File: src/rtl/slv_stream_pkg.sv
// Shared types and default widths for the slave-port stream master.
package slv_stream_pkg;

    localparam int unsigned DEF_DW = 32;
    localparam int unsigned DEF_LW = 16;

    typedef enum logic [1:0] {
        ST_IDLE = 2'd0,
        ST_RUN  = 2'd1,
        ST_DONE = 2'd2
    } state_e;

endpackage

File: src/rtl/stream_skid_buf.sv
// Two-entry register FIFO sitting between the source and the slave port.
// The head register drives the slave data directly, so a word accepted on
// one edge is presented on the following cycle.
module stream_skid_buf
    import slv_stream_pkg::*;
#(
    parameter int unsigned DW = DEF_DW
) (
    input  logic          clk,
    input  logic          rst_n,
    input  logic          push_i,
    input  logic [DW-1:0] push_data_i,
    input  logic          pop_i,
    output logic [DW-1:0] head_o,
    output logic [1:0]    occ_o
);

    logic [DW-1:0] head_q, head_d;
    logic [DW-1:0] tail_q, tail_d;
    logic [1:0]    occ_q, occ_d;

    // Next-state for the two entries; simultaneous push/pop keeps order.
    always_comb begin
        head_d = head_q;
        tail_d = tail_q;
        occ_d  = occ_q;
        case ({push_i, pop_i})
            2'b10: begin
                if (occ_q == 2'd0) begin
                    head_d = push_data_i;
                end else begin
                    tail_d = push_data_i;
                end
                occ_d = occ_q + 2'd1;
            end
            2'b01: begin
                if (occ_q == 2'd2) begin
                    head_d = tail_q;
                end
                occ_d = occ_q - 2'd1;
            end
            2'b11: begin
                if (occ_q == 2'd2) begin
                    head_d = tail_q;
                    tail_d = push_data_i;
                end else begin
                    head_d = push_data_i;
                end
            end
            default: begin
            end
        endcase
    end

    // Entry and occupancy registers.
    always_ff @(posedge clk or negedge rst_n) begin
        if (!rst_n) begin
            head_q <= '0;
            tail_q <= '0;
            occ_q  <= '0;
        end else begin
            head_q <= head_d;
            tail_q <= tail_d;
            occ_q  <= occ_d;
        end
    end

    assign head_o = head_q;
    assign occ_o  = occ_q;

endmodule

File: src/rtl/slv_stream_master.sv
// Transmit engine for one accelerator slave port: takes a frame command,
// pulls cfg_len words from the source and presents them to the slave port
// through a two-entry skid buffer. src_ready depends on registered state
// only, so slv_ready never reaches it combinationally.
module slv_stream_master
    import slv_stream_pkg::*;
#(
    parameter int unsigned DW = DEF_DW,
    parameter int unsigned LW = DEF_LW
) (
    input  logic          clk,
    input  logic          rst_n,
    input  logic          start,
    input  logic [1:0]    cfg_mode,
    input  logic [7:0]    cfg_proc_val,
    input  logic [LW-1:0] cfg_len,
    input  logic [DW-1:0] src_data,
    input  logic          src_valid,
    output logic          src_ready,
    output logic [1:0]    slv_mode,
    output logic [7:0]    slv_proc_valid,
    output logic [DW-1:0] slv_data,
    output logic          slv_data_valid,
    input  logic          slv_ready,
    output logic          busy,
    output logic          done,
    output logic [LW-1:0] sent_cnt
);

    state_e        state_q, state_d;
    logic [1:0]    mode_q, mode_d;
    logic [7:0]    pv_q, pv_d;
    logic [LW-1:0] len_q, len_d;
    logic [LW-1:0] acc_q, acc_d;
    logic [LW-1:0] sent_q, sent_d;

    logic [1:0]    occ;
    logic [DW-1:0] head;
    logic          push;
    logic          pop;

    assign src_ready      = (state_q == ST_RUN) && (acc_q < len_q) && (occ < 2'd2);
    assign slv_data_valid = (occ != 2'd0);
    assign slv_data       = head;
    assign push           = src_ready && src_valid;
    assign pop            = slv_data_valid && slv_ready;

    assign busy           = (state_q != ST_IDLE);
    assign done           = (state_q == ST_DONE);
    assign slv_mode       = mode_q;
    assign slv_proc_valid = pv_q;
    assign sent_cnt       = sent_q;

    stream_skid_buf #(
        .DW (DW)
    ) u_skid (
        .clk         (clk),
        .rst_n       (rst_n),
        .push_i      (push),
        .push_data_i (src_data),
        .pop_i       (pop),
        .head_o      (head),
        .occ_o       (occ)
    );

    // Frame sequencing: command latch, word counters and state transitions.
    always_comb begin
        state_d = state_q;
        mode_d  = mode_q;
        pv_d    = pv_q;
        len_d   = len_q;
        acc_d   = acc_q;
        sent_d  = sent_q;
        case (state_q)
            ST_IDLE: begin
                if (start) begin
                    mode_d  = cfg_mode;
                    pv_d    = cfg_proc_val;
                    len_d   = cfg_len;
                    acc_d   = '0;
                    sent_d  = '0;
                    state_d = (cfg_len != '0) ? ST_RUN : ST_DONE;
                end
            end
            ST_RUN: begin
                if (push) begin
                    acc_d = acc_q + LW'(1);
                end
                if (pop) begin
                    sent_d = sent_q + LW'(1);
                    if (sent_d == len_q) begin
                        state_d = ST_DONE;
                    end
                end
            end
            ST_DONE: begin
                state_d = ST_IDLE;
                mode_d  = '0;
                pv_d    = '0;
            end
            default: begin
                state_d = ST_IDLE;
            end
        endcase
    end

    // Frame state registers; reset discards any partial frame.
    always_ff @(posedge clk or negedge rst_n) begin
        if (!rst_n) begin
            state_q <= ST_IDLE;
            mode_q  <= '0;
            pv_q    <= '0;
            len_q   <= '0;
            acc_q   <= '0;
            sent_q  <= '0;
        end else begin
            state_q <= state_d;
            mode_q  <= mode_d;
            pv_q    <= pv_d;
            len_q   <= len_d;
            acc_q   <= acc_d;
            sent_q  <= sent_d;
        end
    end

endmodule
File: config.mk
export PLATFORM = sky130hd
export DESIGN_NAME = slv_stream_master
export DESIGN_NICKNAME = d
export VERILOG_FILES = /design/src/rtl/slv_stream_pkg.sv /design/src/rtl/stream_skid_buf.sv /design/src/rtl/slv_stream_master.sv
export SDC_FILE = /design/constraint.sdc
export NUM_CORES = 1
export LEC_CHECK = 0
export ABC_AREA = 1
export BUFFER_PORTS_ARGS = -buffer_cell sky130_fd_sc_hd__clkbuf_2
export CAP_MARGIN = 20
export CORE_MARGIN = 2
export CORE_UTILIZATION = 40
export CTS_CLUSTER_DIAMETER = 30
export DETAILED_ROUTE_END_ITERATION = 8
export MAX_ROUTING_LAYER = met4
export PLACE_DENSITY_LB_ADDON = 0.05
export REMOVE_ABC_BUFFERS = 1
export SLEW_MARGIN = 20
export SYNTH_ARGS = -nofsm -noshare
export SYNTH_HDL_FRONTEND = slang
export SYNTH_HIERARCHICAL = 1
export SYNTH_SLANG_ARGS = --single-unit
File: constraint.sdc
create_clock -name clk -period 7.9 [get_ports clk]
set_input_delay 0.395 -clock clk [delete_from_list [all_inputs] [get_ports clk]]
set_output_delay 0.395 -clock clk [all_outputs]
set_load 0.01 [all_outputs]
# == Word-level counts from Yosys, hierarchy flattened ==
# Cells that the tools add are included.
# word_totals
regBits,126
in_bits,63
elab_cells,73
# op_classes
add_sub_neg,4
n_lt_le_gt_ge,2
eq_ne,15
n_mux,22
n_reduce_logical,21
# ops
op,n
2-to-1 mux 32 bit,5
one-hot mux 32 bit (3 select lines),1
one-hot mux 16 bit (2 select lines),2
one-hot mux 32 bit (2 select lines),1
2-to-1 mux 16 bit,3
adder 16 x 1 -> 16 bit (second input constant),2
equality test 16 bit,1
< comparator 16 bit,1
one-hot mux 8 bit (2 select lines),1
nonzero test 16 bit,1
AND reduction 3 bit,5
!= test 2 x 1 -> 1 bit (second input constant),6
one-hot mux 2 bit (2 select lines),3
nonzero test 2 bit,6
2-to-1 mux 2 bit,5
equality test 2 bit (second input constant),4
2-to-1 mux 8 bit,1
equality test 2 x 1 -> 1 bit (second input constant),2
logical AND 1 bit,4
logical NOT 2 bit,2
!= test 2 bit (second input constant),2
AND reduction 2 bit,2
nonzero test 3 bit,1
adder 2 x 1 -> 2 bit (second input constant),1
2 further kinds,2

# == Depth between registers and ports, before layout ==
# logic_depth
depth_word,7
ltp_mapped,21

# == Hierarchy ==
# The synthesis kept the hierarchy.
# by_module_without_submodules
module,n_inst,cells_each,area_each_um2
slv_stream_master,1,534,3846.2
stream_skid_buf,1,406,3191.8

# == Worst setup path after synthesis ==
# Ideal clock, no wire load.
# synth_timing
kind,reg-to-reg
start,reg acc_q[5]
end,"reg u_skid.head_q[17], in the netlist u_skid/head_o[17]"
setup_ns,0.116
t_arrival_ns,2.426
required_ns,7.784
setup_slack_ns,5.358
stages_incl_launch_ff,21
path_buffers,2
synth_period_minus_slack_ns,2.542
path_cell_list,dfrtp_1 > ha_1 > a21oi_1 > nor2_1 > a211oi_1 > nand2_1 > nand2_1 > nand2_1 > nand2_1 > nand3_4 > buf_2 > inv_1 > inv_1 > ha_1 > inv_1 > nand2_2 > buf_4 > nand2_1 > nand2_1 > nand2_2 > nand2_1
# synth_via
elab_chain_len,7
word_cells_on_any_way,12
classes_between,1 x order compare; 5 x eq/ne; 1 x mux; 5 x reduce/logical
# synth_rtl
element,line,text
from (decl),slv_stream_master.sv:34,"logic [LW-1:0] acc_q, acc_d;"
from (signal assigned),slv_stream_master.sv:114,acc_q <= '0;
from (signal assigned),slv_stream_master.sv:121,acc_q <= acc_d;
< comparator 16 bit *,slv_stream_master.sv:42,assign src_ready = (state_q == ST_RUN) && (acc_q < len_q) && (occ < 2'd2);
logical AND 1 bit * (2 in series),slv_stream_master.sv:42,
logical AND 1 bit *,slv_stream_master.sv:45,assign push = src_ready && src_valid;
named net push,slv_stream_master.sv:39,logic push;
equality test 2 x 1 -> 1 bit or equality test 2 bit (tied branches),stream_skid_buf.sv:27,"case ({push_i, pop_i})"
!= test 2 x 1 -> 1 bit (no line) or nonzero test 3 bit (tied branches),-,
AND reduction 3 bit (no line),-,
to (signal assigned),stream_skid_buf.sv:58,head_q <= '0;
to (signal assigned),stream_skid_buf.sv:62,head_q <= head_d;
to (decl),stream_skid_buf.sv:18,"logic [DW-1:0] head_q, head_d;"
# The timed path passes the listed nets; every way through them passes the cells marked *.
# A chain may end at the register's enable or synchronous reset.

# == Worst setup path in the final report ==
# layout_timing
start,reg len_q[5]
end,reg u_skid.tail_q[15]
# layout_via
elab_chain_len,7
word_cells_on_any_way,11
classes_between,1 x order compare; 4 x eq/ne; 1 x mux; 5 x reduce/logical
# layout_rtl
element,line,text
from (decl),slv_stream_master.sv:33,"logic [LW-1:0] len_q, len_d;"
from (signal assigned),slv_stream_master.sv:120,len_q <= len_d;
< comparator 16 bit *,slv_stream_master.sv:42,
logical AND 1 bit * (2 in series),slv_stream_master.sv:42,
logical AND 1 bit *,slv_stream_master.sv:45,
named net push,slv_stream_master.sv:39,
equality test 2 bit,stream_skid_buf.sv:27,
!= test 2 x 1 -> 1 bit (no line) (tied with other cells),-,
AND reduction 3 bit (no line),-,
to (signal assigned),stream_skid_buf.sv:63,tail_q <= tail_d;
to (decl),stream_skid_buf.sv:19,"logic [DW-1:0] tail_q, tail_d;"
# Marks and branches as above.

==> results.md <==
- Outcome: complete, no violations
- CTS Buffer Depth: 2
- Global placer's final weighted congestion: between 0.7 and 0.8
- Overall routing resource usage: between 20% and 30%
- Clock transition at path regs: about 0.060 ns
- Slew Limit Fails: 0
- Hold Crit Depth: 3
- Data required time of the worst path: 8.20 ns
- Critical path arrival: 4.34 ns
- Max Used Layer: met4
- Leading cell type in the layout, fill and taps excluded: nand2_1
- Kind of start point of the critical path: flop
- Num ports: 125
- Total of warnings raised by yosys: 6
- Buffer type at the clock tree root: clkbuf_16
- Number of global-route vias before repair: approximately 5900
- Worst reg2reg path endpoint: u_skid/tail_q[15]
- HPWL after detailed placement: around 12 mm
- Number of distinct library cell variants in the gate-level netlist after synthesis: 41
- Reported net switching power: about 1.1 mW
- Slew at the pin with the worst max-slew slack: 0.8901 ns
- Worst setup EP type: flop
- Cell count after placement: roughly 1300
- Floorplan die height: roughly 140 um
- Total number of nets in the final design: between 1000 and 1500
- Initial core utilization: 40.83%
- Drc violations: 0
- Fraction of final layout cells with drive strength greater than 1: between 10% and 20%
- Combinational cell fraction of total power: around a third
- Reg-to-Reg Start: len_q[5]
- Ant. Diodes: 0
- Final Power: approximately 2.8 mW
- Path type of the worst min-delay path: in -> reg
- Number of port buffers: about 120
- Top cells by area in the synthesized netlist: dfrtp_1 (45%), nand2_1 (20%), nand3_1 (8.3%)
- Pwr dens: ~330 nW/um2
- Number of clock buffers inserted by TritonCTS: 17
- Post-layout min period: about 4 ns
- TritonCTS Sinks: 126
- Commonest cells after routing, fill and taps aside: nand2_1 (376), dfrtp_1 (126), clkbuf_2 (123)
- Cts hold-fix bufs: 1
- Largest vdd supply drop: 0.1421 mV
- Count of vias placed by the detailed router: approximately 6300
- Min-Delay Endpoint: slv_proc_valid[4]
- WL met1: about 9.3 mm
- Number of levels in the clock H-tree: 4
- Final cell utilization of the core: between 40% and 50%
- Relative contribution of the clock network to total power: 27.7%
- Detailed-route wire length: between 15 and 20 mm
- Insertion delay of the later-clocked pin in the worst-skew pair: approximately 0.42 ns
- Pin count of the biggest net entering global routing: just under 70
- Final global-route overflow total: 0
- Horizontal die dimension: around 140 um
- Fmax: approximately 250 MHz
- Post-synthesis cell count: 940
- Total setup violations reported at the end of the flow: 0
- Final Hold Fails: 0
- Unrepaired setup endpoints after global routing: false
- Number of max-capacitance violations reported: 0
- Synth Register Bits: about 130
- Initial DRC count: 504
- Average cell area after synthesis: around 7.5 um2
- Largest area contributor in the synthesized netlist: dfrtp_1
- # resized after CTS: 0
- TritonCTS clock tree: done
- Growth of design area from synthesis to finish: 18.67%
- Standby leakage power: 4.535 nW
- Number of antenna violations at the first check in global routing: 0
- Cell area after synthesis: 7038 um2
- Setup tns final: 0 ns
- Slack of the worst reg-to-reg path: a little under 4 ns
- Highest net fanout along the worst path: 34
- Vias per std cell: a little under 5
- Core footprint: approximately 17000 um2
- Per-cell routed wire length: 14.09 um
- Tcrit/Tclk final: about half
- Amount of wire on met3 after detailed routing: between 700 and 800 um
- Slew HR: a little over 40%
- Worst R2R Path Depth: 17
- Crit Path Class: reg -> reg
- Worst-case clock skew: a little over 0.01 ns
- Fill cell instance count of the final layout: 1778
- Number of iterations in the first detailed-routing pass: 5
- Sw Share: approximately two fifths
- Total length of routed met2 wires: slightly below 8 mm
- Internal portion of total power: 1.656 mW
- First-pass GRT wire length: ~30 mm
- Standard-cell row count: 48
- Sequential-to-total area share from yosys stat: between 40% and 50%
- Die Outline Area: 18670 um2
- Post-CTS Setup Inserts: 0
- Hold path startpoint: cfg_proc_val[4]
- Routed Antenna Nets: 0
- Synth top area share: ~45%
- Sequential share of power: 37.2%
- Final Instance Count excl. Fillers: 1291
[cells by family (layout without fill, tap and decap cells)]
family | after synthesis | in the layout | share of synthesized area, %
buf+inv | 119 | 245 | 7.502
xor+xnor | 11 | 11 | 1.565
fa+ha+maj | 21 | 21 | 3.733
compound gates | 69 | 69 | 5.333
simple gates | 594 | 594 | 37.07
flops | 126 | 126 | 44.80
[stage by stage]
step	cell area, um2	hold slack [ns]	setup WS, ns
2_1_floorplan	6832	0.09941	4.829
3_3_place_gp	7762	0.4152	3.939
3_5_place_dp	7762	0.4141	3.832
4_1_cts	8349	0.1675	3.829
5_1_grt	8352	0.1787	3.390
6_report	8352	0.1854	3.865
[power by group through the flow]
stage	Combinational [mW]	Sequential (mW)	Clock, mW
finish	0.965	1.02	0.763
global route	1.11	1.05	0.815
CTS	0.981	1.02	0.782
detailed placement	0.978	1.03	0
global placement	0.964	1.03	0
floorplan	0.603	1.05	0
[registers in the layout, summed over array words and instances, names as in the netlist]
register and flops:
slv_proc_valid 8, sent_cnt 16, len_q 16, slv_mode 2, u_skid/head_o 32, acc_q 16, u_skid/tail_q 32, u_skid/occ_o 2
state_q 2
[layer usage]
metal / vias to the layer above / GRT usage, %
li1: 3227 / -
met1: 2885 / 30.31
met2: 158 / 30.86
met3: 13 / 4.259
met4: 0 / 5.556
met5: - / -
[synth_stat cells, drive strengths merged]
master	n
nand2	394
dfrtp	126
nand3	121
inv	84
nor2	53
o21ai	44
buf	29
ha	21
a21oi	11
nand4	10
xor2	9
nor3	8
o22ai	8
clkbuf	5
nor4	4
a211oi	2
nand3b	2
a21boi	1
and3	1
clkinv	1
o211ai	1
o21bai	1
o31ai	1
or2	1
xnor2	1
xnor3	1
[worst max-delay path, stage by stage (launching register included)]
cell and delay, ns:
dfrtp_1 0.37, inv_1 0.07, ha_1 0.31, a21oi_1 0.13, nor2_1 0.05, a211oi_1 0.17, nand2_1 0.08, nand2_1 0.06
nand2_1 0.05, nand2_1 0.09, nand3_4 0.22, inv_1 0.18, ha_1 0.22, nand3_4 0.37, nand2_2 0.68, nand2_2 0.58
nand2_1 0.21, nand2_1 0.06
[worst max-delay path by stage]
stage | startpoint | to | slack [ns] | cells after the start
global route | len_q[5] | u_skid/tail_q[13] | 3.39 | 17
detailed placement | len_q[5] | u_skid/tail_q[15] | 3.83 | 17
global placement | acc_q[5] | u_skid/tail_q[7] | 3.94 | 16
floorplan | acc_q[5] | u_skid/tail_q[0] | 4.83 | 16
CTS | len_q[5] | u_skid/tail_q[15] | 3.83 | 17
finish | len_q[5] | u_skid/tail_q[15] | 3.87 | 17
[area by class of cell]
class	count	area, um2	share of cell area [%]
sequential	126	3153	37.75
clock inverter	12	110.1	1.318
timing repair buffer	128	659.4	7.895
clock buffer	20	466.7	5.588
multi-input combinational	695	3359	40.22
inverter	85	321.6	3.850
tap	225	281.5	3.371
(Power assumes the default switching activity.)
